--- config.mk ---
export PLATFORM = sky130hd
export DESIGN_NAME = th_driver_flat
export DESIGN_NICKNAME = d
export VERILOG_FILES = /design/src/rtl/th_driver_if.sv /design/src/rtl/th_driver.sv /design/src/flat_wrapper.sv
export SDC_FILE = /design/constraint.sdc
export NUM_CORES = 1
export LEC_CHECK = 0
export BUFFER_PORTS_ARGS = -buffer_cell sky130_fd_sc_hd__buf_2
export CORE_MARGIN = 2
export CORE_UTILIZATION = 49
export CTS_CLUSTER_DIAMETER = 60
export DETAILED_ROUTE_END_ITERATION = 10
export PLACE_DENSITY = 0.73
export SETUP_SLACK_MARGIN = 0.02
export SLEW_MARGIN = 10
export SYNTH_ARGS = -nofsm -noshare
export SYNTH_HDL_FRONTEND = slang
export SYNTH_SLANG_ARGS = --single-unit
export TNS_END_PERCENT = 50
--- constraint.sdc ---
create_clock -name clk -period 2.5 [get_ports clk]
set_clock_uncertainty 0.05 [all_clocks]
set_input_delay 0.25 -clock clk [delete_from_list [all_inputs] [get_ports clk]]
set_output_delay 0.25 -clock clk [all_outputs]
set_load 0.01 [all_outputs]
--- src/rtl/th_driver_if.sv ---
// th_driver_if: stimulus/response bus between th_driver and the th-class module under test.
// The master drives the stimulus arrays; the slave side returns the response arrays.
interface th_driver_if;
   logic [14:0] ifl_o;
   logic        kbe_o;
   logic [2:0]  norbhub_i;
   logic [17:0] lr_i;

   modport master (output ifl_o, output kbe_o, input norbhub_i, input lr_i);
   modport slave  (input ifl_o, input kbe_o, output norbhub_i, output lr_i);
endinterface

--- src/rtl/th_driver.sv ---
// th_driver: Galois-LFSR stimulus generator and MISR response compactor for th-class test modules.
// Defining TH_DRIVER_ABORT_EN adds an abort input that ends a run early without a done pulse.
module th_driver #(
   parameter int unsigned NUM_VECS = 16,
   parameter logic [31:0] SEED     = 32'hACE1_5EED
) (
   input  logic        clk,
   input  logic        rst_n,
   input  logic        start,
   input  logic [31:0] seed,
`ifdef TH_DRIVER_ABORT_EN
   input  logic        abort,
`endif
   output logic        busy,
   output logic        done,
   output logic [31:0] signature,
   output logic [31:0] seed_after,
   th_driver_if.master bus
);
   typedef enum logic [1:0] {IDLE, RUN, DRAIN, DONE} state_t;

   localparam logic [15:0] LAST = 16'(NUM_VECS - 1);

   state_t      state_q, state_d;
   logic [31:0] lfsr_q, lfsr_d;
   logic [31:0] sig_q, sig_d;
   logic [31:0] sa_q, sa_d;
   logic [31:0] nxt;
   logic [15:0] cnt_q, cnt_d;
   logic [14:0] ifl_q, ifl_d;
   logic        kbe_q, kbe_d;

   function automatic logic [31:0] lfsr_step(input logic [31:0] x);
      return (x >> 1) ^ (x[0] ? 32'h8020_0003 : 32'h0);
   endfunction

   function automatic logic [31:0] misr_fold(input logic [31:0] s, input logic [17:0] lr,
                                             input logic [2:0] nb);
      return {s[30:0], s[31]} ^ {11'b0, lr, nb};
   endfunction

   always_comb begin
      state_d = state_q;
      lfsr_d  = lfsr_q;
      sig_d   = sig_q;
      sa_d    = sa_q;
      cnt_d   = cnt_q;
      ifl_d   = ifl_q;
      kbe_d   = kbe_q;
      nxt     = lfsr_step(lfsr_q);
      busy    = (state_q == RUN) || (state_q == DRAIN);
      done    = 1'b0;
      case (state_q)
         IDLE: begin
            if (start) begin
               state_d = RUN;
               lfsr_d  = (seed == 32'h0) ? SEED : seed;
               cnt_d   = 16'h0;
               sig_d   = 32'h0;
            end
         end
         RUN: begin
            lfsr_d = nxt;
            ifl_d  = nxt[14:0];
            kbe_d  = nxt[15];
            cnt_d  = cnt_q + 16'h1;
            // The first RUN edge has no response to fold yet; the DUT answers one edge later.
            if (cnt_q != 16'h0) sig_d = misr_fold(sig_q, bus.lr_i, bus.norbhub_i);
            if (cnt_q == LAST) state_d = DRAIN;
         end
         DRAIN: begin
            sig_d   = misr_fold(sig_q, bus.lr_i, bus.norbhub_i);
            ifl_d   = 15'h0;
            kbe_d   = 1'b0;
            sa_d    = lfsr_q;
            state_d = DONE;
         end
         DONE: begin
            done    = 1'b1;
            state_d = IDLE;
         end
         default: state_d = IDLE;
      endcase
`ifdef TH_DRIVER_ABORT_EN
      // Abort keeps the partial signature and records where the LFSR stopped.
      if (busy && abort) begin
         state_d = IDLE;
         lfsr_d  = lfsr_q;
         cnt_d   = cnt_q;
         sig_d   = sig_q;
         sa_d    = lfsr_q;
         ifl_d   = 15'h0;
         kbe_d   = 1'b0;
      end
`endif
   end

   always_ff @(posedge clk or negedge rst_n) begin
      if (!rst_n) begin
         state_q <= IDLE;
         lfsr_q  <= 32'h0;
         sig_q   <= 32'h0;
         sa_q    <= 32'h0;
         cnt_q   <= 16'h0;
         ifl_q   <= 15'h0;
         kbe_q   <= 1'b0;
      end else begin
         state_q <= state_d;
         lfsr_q  <= lfsr_d;
         sig_q   <= sig_d;
         sa_q    <= sa_d;
         cnt_q   <= cnt_d;
         ifl_q   <= ifl_d;
         kbe_q   <= kbe_d;
      end
   end

   assign signature  = sig_q;
   assign seed_after = sa_q;
   assign bus.ifl_o  = ifl_q;
   assign bus.kbe_o  = kbe_q;
endmodule

--- src/flat_wrapper.sv ---
// flat-port wrapper written by rule: the top's interface ports become plain ports
module th_driver_flat 
#(
   parameter int unsigned NUM_VECS = 16,
   parameter logic [31:0] SEED     = 32'hACE1_5EED
)
  (clk, rst_n, start, seed, busy, done, signature, seed_after, bus_ifl_o, bus_kbe_o, bus_norbhub_i, bus_lr_i);
  th_driver_if bus_i ();
  input  logic clk;
  input  logic rst_n;
  input  logic start;
  input  logic [31:0] seed;
  output logic busy;
  output logic done;
  output logic [31:0] signature;
  output logic [31:0] seed_after;
  output wire logic [$bits(bus_i.ifl_o)-1:0] bus_ifl_o;
  output wire logic [$bits(bus_i.kbe_o)-1:0] bus_kbe_o;
  input wire logic [$bits(bus_i.norbhub_i)-1:0] bus_norbhub_i;
  input wire logic [$bits(bus_i.lr_i)-1:0] bus_lr_i;
  assign bus_ifl_o = bus_i.ifl_o;
  assign bus_kbe_o = bus_i.kbe_o;
  assign bus_i.norbhub_i = bus_norbhub_i;
  assign bus_i.lr_i = bus_lr_i;
  th_driver #(.NUM_VECS(NUM_VECS), .SEED(SEED)) u_core (.clk(clk), .rst_n(rst_n), .start(start), .seed(seed), .busy(busy), .done(done), .signature(signature), .seed_after(seed_after), .bus(bus_i));
endmodule
==> implementation parameters, run 1 <==
Parameter                              Value

Outcome
  Status    finished, final reports clean

Routing
  Count of vias placed by the detailed router    about 4.7k
  Via-to-Cell Ratio    5.33
  Highest metal used    met4
  Routed wire length on met3    994 um
  Drt total wl    roughly 14 mm
  Metal-1 WL    approximately 6 mm
  Routed wl met2    6.57 mm
  Antenna Nets Post-Route    0
  First-pass iteration count of the detailed router    5
  DRC violation total after the first TritonRoute iteration    377
  Average wire per cell in the routed design    around 16 um
  DRC violations left    0

Yosys
  Number of warning messages in the yosys log    0
  Top cells by instance count after synthesis    sky130_fd_sc_hd__dfrtp_1 (130), sky130_fd_sc_hd__nand2_1 (60), sky130_fd_sc_hd__inv_1 (53)
  Net count of the mapped netlist    617
  Post-synthesis cell type count    43
  Cell taking the most area after synthesis    sky130_fd_sc_hd__dfrtp_1
  Avg Cell Area, Syn    11.1 um2
  Share of the yosys chip area belonging to registers    0.529
  Area fraction of the dominant cell type after synthesis    0.529
  Synth Instances    555
  Netlist area before placement    around 6000 um2
  Cell types occupying the most area after synthesis    sky130_fd_sc_hd__dfrtp_1 (53%), sky130_fd_sc_hd__mux2_2 (6.0%), sky130_fd_sc_hd__mux2i_1 (5.4%), sky130_fd_sc_hd__o21ai_0 (4.1%), sky130_fd_sc_hd__nand2_1 (3.7%)
  Fraction of synthesis flops using an asynchronous set or reset pin    1.00
  Most instantiated library cell after synthesis    sky130_fd_sc_hd__dfrtp_1
  Leading register cell type out of synthesis    sky130_fd_sc_hd__dfrtp_1
  Number of flip-flops and latches in the synthesized netlist    130
  Number of synthesized flops with an enable pin    0

Global route
  Wire length of the first global-routing pass    23.2 mm
  Largest net degree at the start of global routing    53
  Total routing usage reported by global routing    0.223
  Initial antenna violation count    2
  Vias in the first global route    4774
  Overflow after GRT    0

Power
  Leakage dissipation    a little under 4 nW
  Switching Share    0.268
  Gate power share    0.171
  Worst IR drop on VDD    461 uV
  Register share of total power    0.430
  Net switching component of the power    1.62 mW
  Cell Pwr Density    796 nW/um2
  Share of power burned in the clock network    0.399
  Internal cell power    roughly 4.4 mW

Clocking
  Clock network latency to the later pin of the worst-skew pair    roughly 410 ps
  Num CTS Buffers    17
  Deepest level of the CTS H-tree    4
  Maximum clock insertion buffer count    2
  Number of clock sinks    130
  Post_cts resized    0
  CTS Root Cell    sky130_fd_sc_hd__clkbuf_16
  CTS clock-pin slew for the worst setup and hold paths    approximately 50 ps
  CTS tree    built

Critical path
  Nature of the critical path endpoint    register
  Delay-heaviest family, CP    simple AND/OR/NAND/NOR gates
  Max stage delay cell, worst path    sky130_fd_sc_hd__mux2_2
  Data arrival, critical path    approximately 2600 ps
  Critical Path Start    u_core.state_q[0]
  Worst R2R Path Depth    6
  Critical path endpoint    u_core.cnt_q[14]
  Cell breakdown of the critical path    inv_1 -> ha_2 -> mux2_2 -> nand4_1 -> or3_1 -> a21oi_1
  Reg-to-reg startpoint    u_core.state_q[0]
  Count of buffer and inverter cells on the critical path    1
  Worst Path Required    2790 ps
  CP Class    register to register
  Worst reg2reg path endpoint    u_core.cnt_q[14]
  Peak fanout along the critical path    35
  Maximum cell stage delay along the critical path    between 600 and 700 ps
  Worst reg2reg setup slack    190 ps
  Number of logic stages on the critical path including buffering    6
  CP startpoint kind    register

Floorplan
  Core outline area    12100 um2
  I/O Pins    138
  Overall die height    116 um
  Number of rows in the core area    40
  Die boundary width    116 um
  Area enclosed by the die boundary    roughly 13000 um2
  Initial Util    0.508

Placed design
  Worst Setup Slack post-DPL    207 ps
  Port bufs    137
  Dpl hpwl    9.87 mm
  Final weighted congestion in routability-driven placement    about 0.85

Timing
  Setup WS post-layout    195 ps
  Actual slew at the worst max-slew pin    618 ps
  Total of endpoints with negative setup slack in the final report    0
  Setup TNS    0 ps
  Highest clock rate    ~430 MHz
  Final hold violations    0
  RSZ-0062 raised after global routing    no
  Time the final worst path needs with I/O delays and setup    2310 ps
  Final slew viol count    0
  Max_slew headroom    0.588
  Share of the clock period used by the worst path after layout    0.922

Cells and area
  Number of nets in the final layout    754
  Fraction of final layout cells with drive strength greater than 1    0.332
  Synth-to-layout area growth    23.3%

Run
  Maximum Capacitance Violations    0

Min path
  Worst hold path type    input port to register
## through the flow
stage          total power, mW  instances  instance area (um2)   util  hold slack [ps]
6_report                  6.04        874                 7590  0.627             33.3
5_1_grt                   6.38        872                 7580  0.626             30.5
4_1_cts                   6.10        872                 7580  0.626             11.6
3_5_place_dp              3.68        840                 7000  0.578              192
3_3_place_gp              3.64        840                 7000  0.578              182
2_1_floorplan             3.20        555                 6150      -            -95.6
## worst min-delay path by stage
stage / startpoint / end / slack [ps] / cells after the start
2_1_floorplan: rst_n / u_core.bus.ifl_o[0] / -100 / 0
3_3_place_gp: rst_n / u_core.signature[22] / 180 / 1
3_5_place_dp: rst_n / u_core.signature[24] / 190 / 1
4_1_cts: seed[13] / u_core.lfsr_q[13] / 10 / 2
5_1_grt: seed[13] / u_core.lfsr_q[13] / 30 / 2
6_report: seed[13] / u_core.lfsr_q[13] / 30 / 2
## sequential cells by signal, summed over array words and instances, names as in the netlist
register / flops
u_core.signature: 32
u_core.state_q: 2
u_core.seed_after: 32
u_core.bus.ifl_o: 15
u_core.bus.kbe_o: 1
u_core.cnt_q: 16
u_core.lfsr_q: 32
## repair_timing
action,CTS,global route
hold buffers,1,0
endpoints found under the hold margin,33,0
buffers inserted,0,0
## power groups by stage
stage | Sequential (mW) | Clock (mW) | Combinational (mW)
2_1_floorplan | 2.75 | 0 | 0.452
3_3_place_gp | 2.62 | 0 | 1.02
3_5_place_dp | 2.64 | 0 | 1.04
4_1_cts | 2.60 | 2.45 | 1.05
5_1_grt | 2.64 | 2.56 | 1.18
6_report | 2.60 | 2.41 | 1.03
## cell families (layout without fill, tap and decap cells)
logic type | after synthesis | in the layout | synth area share
other | 0 | 2 | 0
AOI/OAI and AO/OA | 102 | 102 | 0.122
xor gates and xnor gates | 26 | 26 | 0.0370
and+or+nand+nor | 134 | 134 | 0.115
muxes | 67 | 67 | 0.116
DFF | 130 | 130 | 0.529
buffers and inverters | 90 | 239 | 0.0691
adders and majority gates | 6 | 6 | 0.0122
## metal layers
metal	vias to the layer above	GRT usage
met5	-	0
met4	0	0.0881
met3	28	0.0764
met2	165	0.356
met1	2248	0.281
li1	2215	-
## layout by cell type, fill, tap and decap left out, drive strengths merged, types with 18 or more instances in the layout
cell type / count
buf: 153
dfrtp: 130
nand2: 60
inv: 54
o21ai: 53
mux2: 34
mux2i: 33
clkbuf: 26
xor2: 24
a2bb2oi: 18
## final cells by class
class,count,area [um2]
fill,1009,4520
tap,168,210
multi-input combinational,335,2500
clock inverter,5,75.1
timing repair buffer,154,843
sequential,130,3250
clock buffer,26,499
antenna,2,5.00
inverter,54,203
No activity file was read; power rests on OpenSTA's default activity.
==> run 2, diff against run 1 <==
- RECOVER_POWER: not set -> 100
==> implementation parameters, run 2 (same netlist as run 1, synthesis figures left out) <==
Parameter                              Value

Outcome
  Status    finished, final reports clean

Clocking
  Post_cts resized    0 (unchanged)
  Post-CTS Hold Buffers    1 (unchanged)
  Num CTS Buffers    17 (unchanged)
  CTS Root Cell    sky130_fd_sc_hd__clkbuf_16
  CTS clock-pin slew for the worst setup and hold paths    50 ps (about the same)
  Number of clock sinks    130 (unchanged)
  CTS tree    built
  Deepest level of the CTS H-tree    4 (unchanged)
  Maximum clock insertion buffer count    2 (unchanged)
  Post-CTS Setup Bufs    0 (unchanged)
  Clock network latency to the later pin of the worst-skew pair    420 ps (about the same)

Floorplan
  Core outline area    12100 um2 (unchanged)
  I/O Pins    138 (unchanged)
  Initial Util    0.508 (unchanged)
  Die boundary width    116 um (unchanged)
  Number of rows in the core area    40 (unchanged)
  Overall die height    116 um (unchanged)
  Area enclosed by the die boundary    13500 um2 (unchanged)

Global route
  Vias in the first global route    4774 (unchanged)
  Initial antenna violation count    2 (unchanged)
  Wire length of the first global-routing pass    23.2 mm (unchanged)
  Overflow after GRT    0 (unchanged)
  Total routing usage reported by global routing    0.223 (unchanged)
  Largest net degree at the start of global routing    53 (unchanged)

Critical path
  Worst reg2reg path endpoint    u_core.cnt_q[3]
  CP Class    register to register
  Worst reg2reg setup slack    170 ps (-20 ps)
  CP startpoint kind    register
  Worst Path Required    2740 ps (-50 ps)
  Reg-to-reg startpoint    u_core.state_q[1]
  Critical path endpoint    u_core.cnt_q[3]
  Worst R2R Path Depth    8 (+2)
  Peak fanout along the critical path    38 (+8.6%)
  Nature of the critical path endpoint    register
  Critical Path Start    u_core.state_q[1]
  Data arrival, critical path    2570 ps (-20 ps)

Timing
  Actual slew at the worst max-slew pin    900 ps (+282 ps)
  RSZ-0062 raised after global routing    no
  Max_slew headroom    0.400 (-0.188)
  Time the final worst path needs with I/O delays and setup    2330 ps (+22.4 ps)
  Final slew viol count    0 (unchanged)
  Final worst hold slack    29.9 ps (-3.33 ps)
  Share of the clock period used by the worst path after layout    0.931 (+0.00896)
  Final hold violations    0 (unchanged)
  Total of endpoints with negative setup slack in the final report    0 (unchanged)
  Highest clock rate    430 MHz (-0.96%)
  Setup WS post-layout    173 ps (-22.4 ps)
  Setup TNS    0 ps (unchanged)

Placed design
  Dpl hpwl    9.87 mm (unchanged)
  Port bufs    137 (unchanged)
  Cell count after placement    840 (unchanged)
  Final weighted congestion in routability-driven placement    0.855 (unchanged)
  Worst Setup Slack post-DPL    207 ps (unchanged)

Cells and area
  Most frequent standard cell in the layout excluding fill and tap cells    sky130_fd_sc_hd__dfrtp_1
  Non-filler instance count after layout    873 (-0.11%)
  Commonest cells after routing, fill and taps aside    sky130_fd_sc_hd__dfrtp_1 (130), sky130_fd_sc_hd__clkbuf_1 (89), sky130_fd_sc_hd__nand2_1 (60)
  Fill count    1071 (+6.1%)
  Number of nets in the final layout    754 (unchanged)
  Synth-to-layout area growth    20.5%
  Fraction of final layout cells with drive strength greater than 1    0.206 (-0.126)

Routing
  Antenna Nets Post-Route    0 (unchanged)
  DRC violations left    0 (unchanged)
  Via-to-Cell Ratio    5.34 (+0.22%)
  Count of vias placed by the detailed router    4661 (+0.11%)
  DRC violation total after the first TritonRoute iteration    332 (-12%)
  Average wire per cell in the routed design    16.3 um (+1.0%)
  First-pass iteration count of the detailed router    5 (unchanged)
  Drt total wl    14.3 mm (+0.93%)

Power
  Register share of total power    0.436 (+0.006)
  Switching Share    0.273 (+0.00516)
  Net switching component of the power    1.63 mW (+0.84%)
  Internal cell power    4.34 mW (-1.8%)
  Cell Pwr Density    806 nW/um2 (+1.3%)
  Share of power burned in the clock network    0.404 (+0.005)
  Gate power share    0.160 (-0.011)
  Worst IR drop on VDD    452 uV (-1.9%)
  Leakage dissipation    3.57 nW (-8.2%)

Run
  Maximum Capacitance Violations    0 (unchanged)

Min path
  Worst hold path type    input port to register
-- run 2: area by class of cell --
cell class	count	area (um2)	share of cell area
well taps	168	210	0.0283
flip-flops and latches	130	3250	0.439
repair buffers	154	699	0.0943
clock buffers	26	499	0.0673
multi-input cells	335	2470	0.333
inverters	54	203	0.0273
clock inverters	5	75.1	0.0101
diodes	1	2.50	0.000337
-- run 2: power groups by stage --
stage	clock, mW	combinational [mW]	sequential [mW]
after floorplan	0	0.452	2.75
after global placement	0	1.02	2.62
after detailed placement	0	1.04	2.64
after CTS	2.45	1.05	2.60
after global routing	2.56	1.10	2.65
final	2.41	0.957	2.61
-- run 2: per-layer routing --
metal / vias up / wire length [um] / global-route usage
li1: 2213 / - / -
met1: 2248 / 6200 / 0.281
met2: 171 / 6670 / 0.356
met3: 27 / 1070 / 0.0764
met4: 2 / 300 / 0.0881
met5: - / 13 / 0
-- run 2: worst max-delay path: stages (launching register included) --
cell,delay (ps)
sky130_fd_sc_hd__dfrtp_1,400
sky130_fd_sc_hd__inv_1,80
sky130_fd_sc_hd__ha_1,190
sky130_fd_sc_hd__clkbuf_4,290
sky130_fd_sc_hd__mux2i_4,230
sky130_fd_sc_hd__clkbuf_2,630
sky130_fd_sc_hd__nor3_1,110
sky130_fd_sc_hd__a21oi_1,140
sky130_fd_sc_hd__o21ai_0,80
-- run 2: worst min-delay path by stage --
stage                   from              endpoint  slack [ps]  depth (start not counted)
floorplan              rst_n   u_core.bus.ifl_o[0]        -100                          0
global placement       rst_n  u_core.signature[22]         180                          1
detailed placement     rst_n  u_core.signature[24]         190                          1
CTS                 seed[13]     u_core.lfsr_q[13]          10                          2
global route        seed[13]     u_core.lfsr_q[13]          30                          2
finish              seed[13]     u_core.lfsr_q[13]          30                          2
-- run 2: metrics by stage --
stage          total power [mW]  instance area (um2)   util
4_1_cts                    6.10                 7580  0.626
3_5_place_dp               3.68                 7000  0.578
6_report                   5.98                 7410  0.612
3_3_place_gp               3.64                 7000  0.578
5_1_grt                    6.31                 7410  0.612
2_1_floorplan              3.20                 6150      -
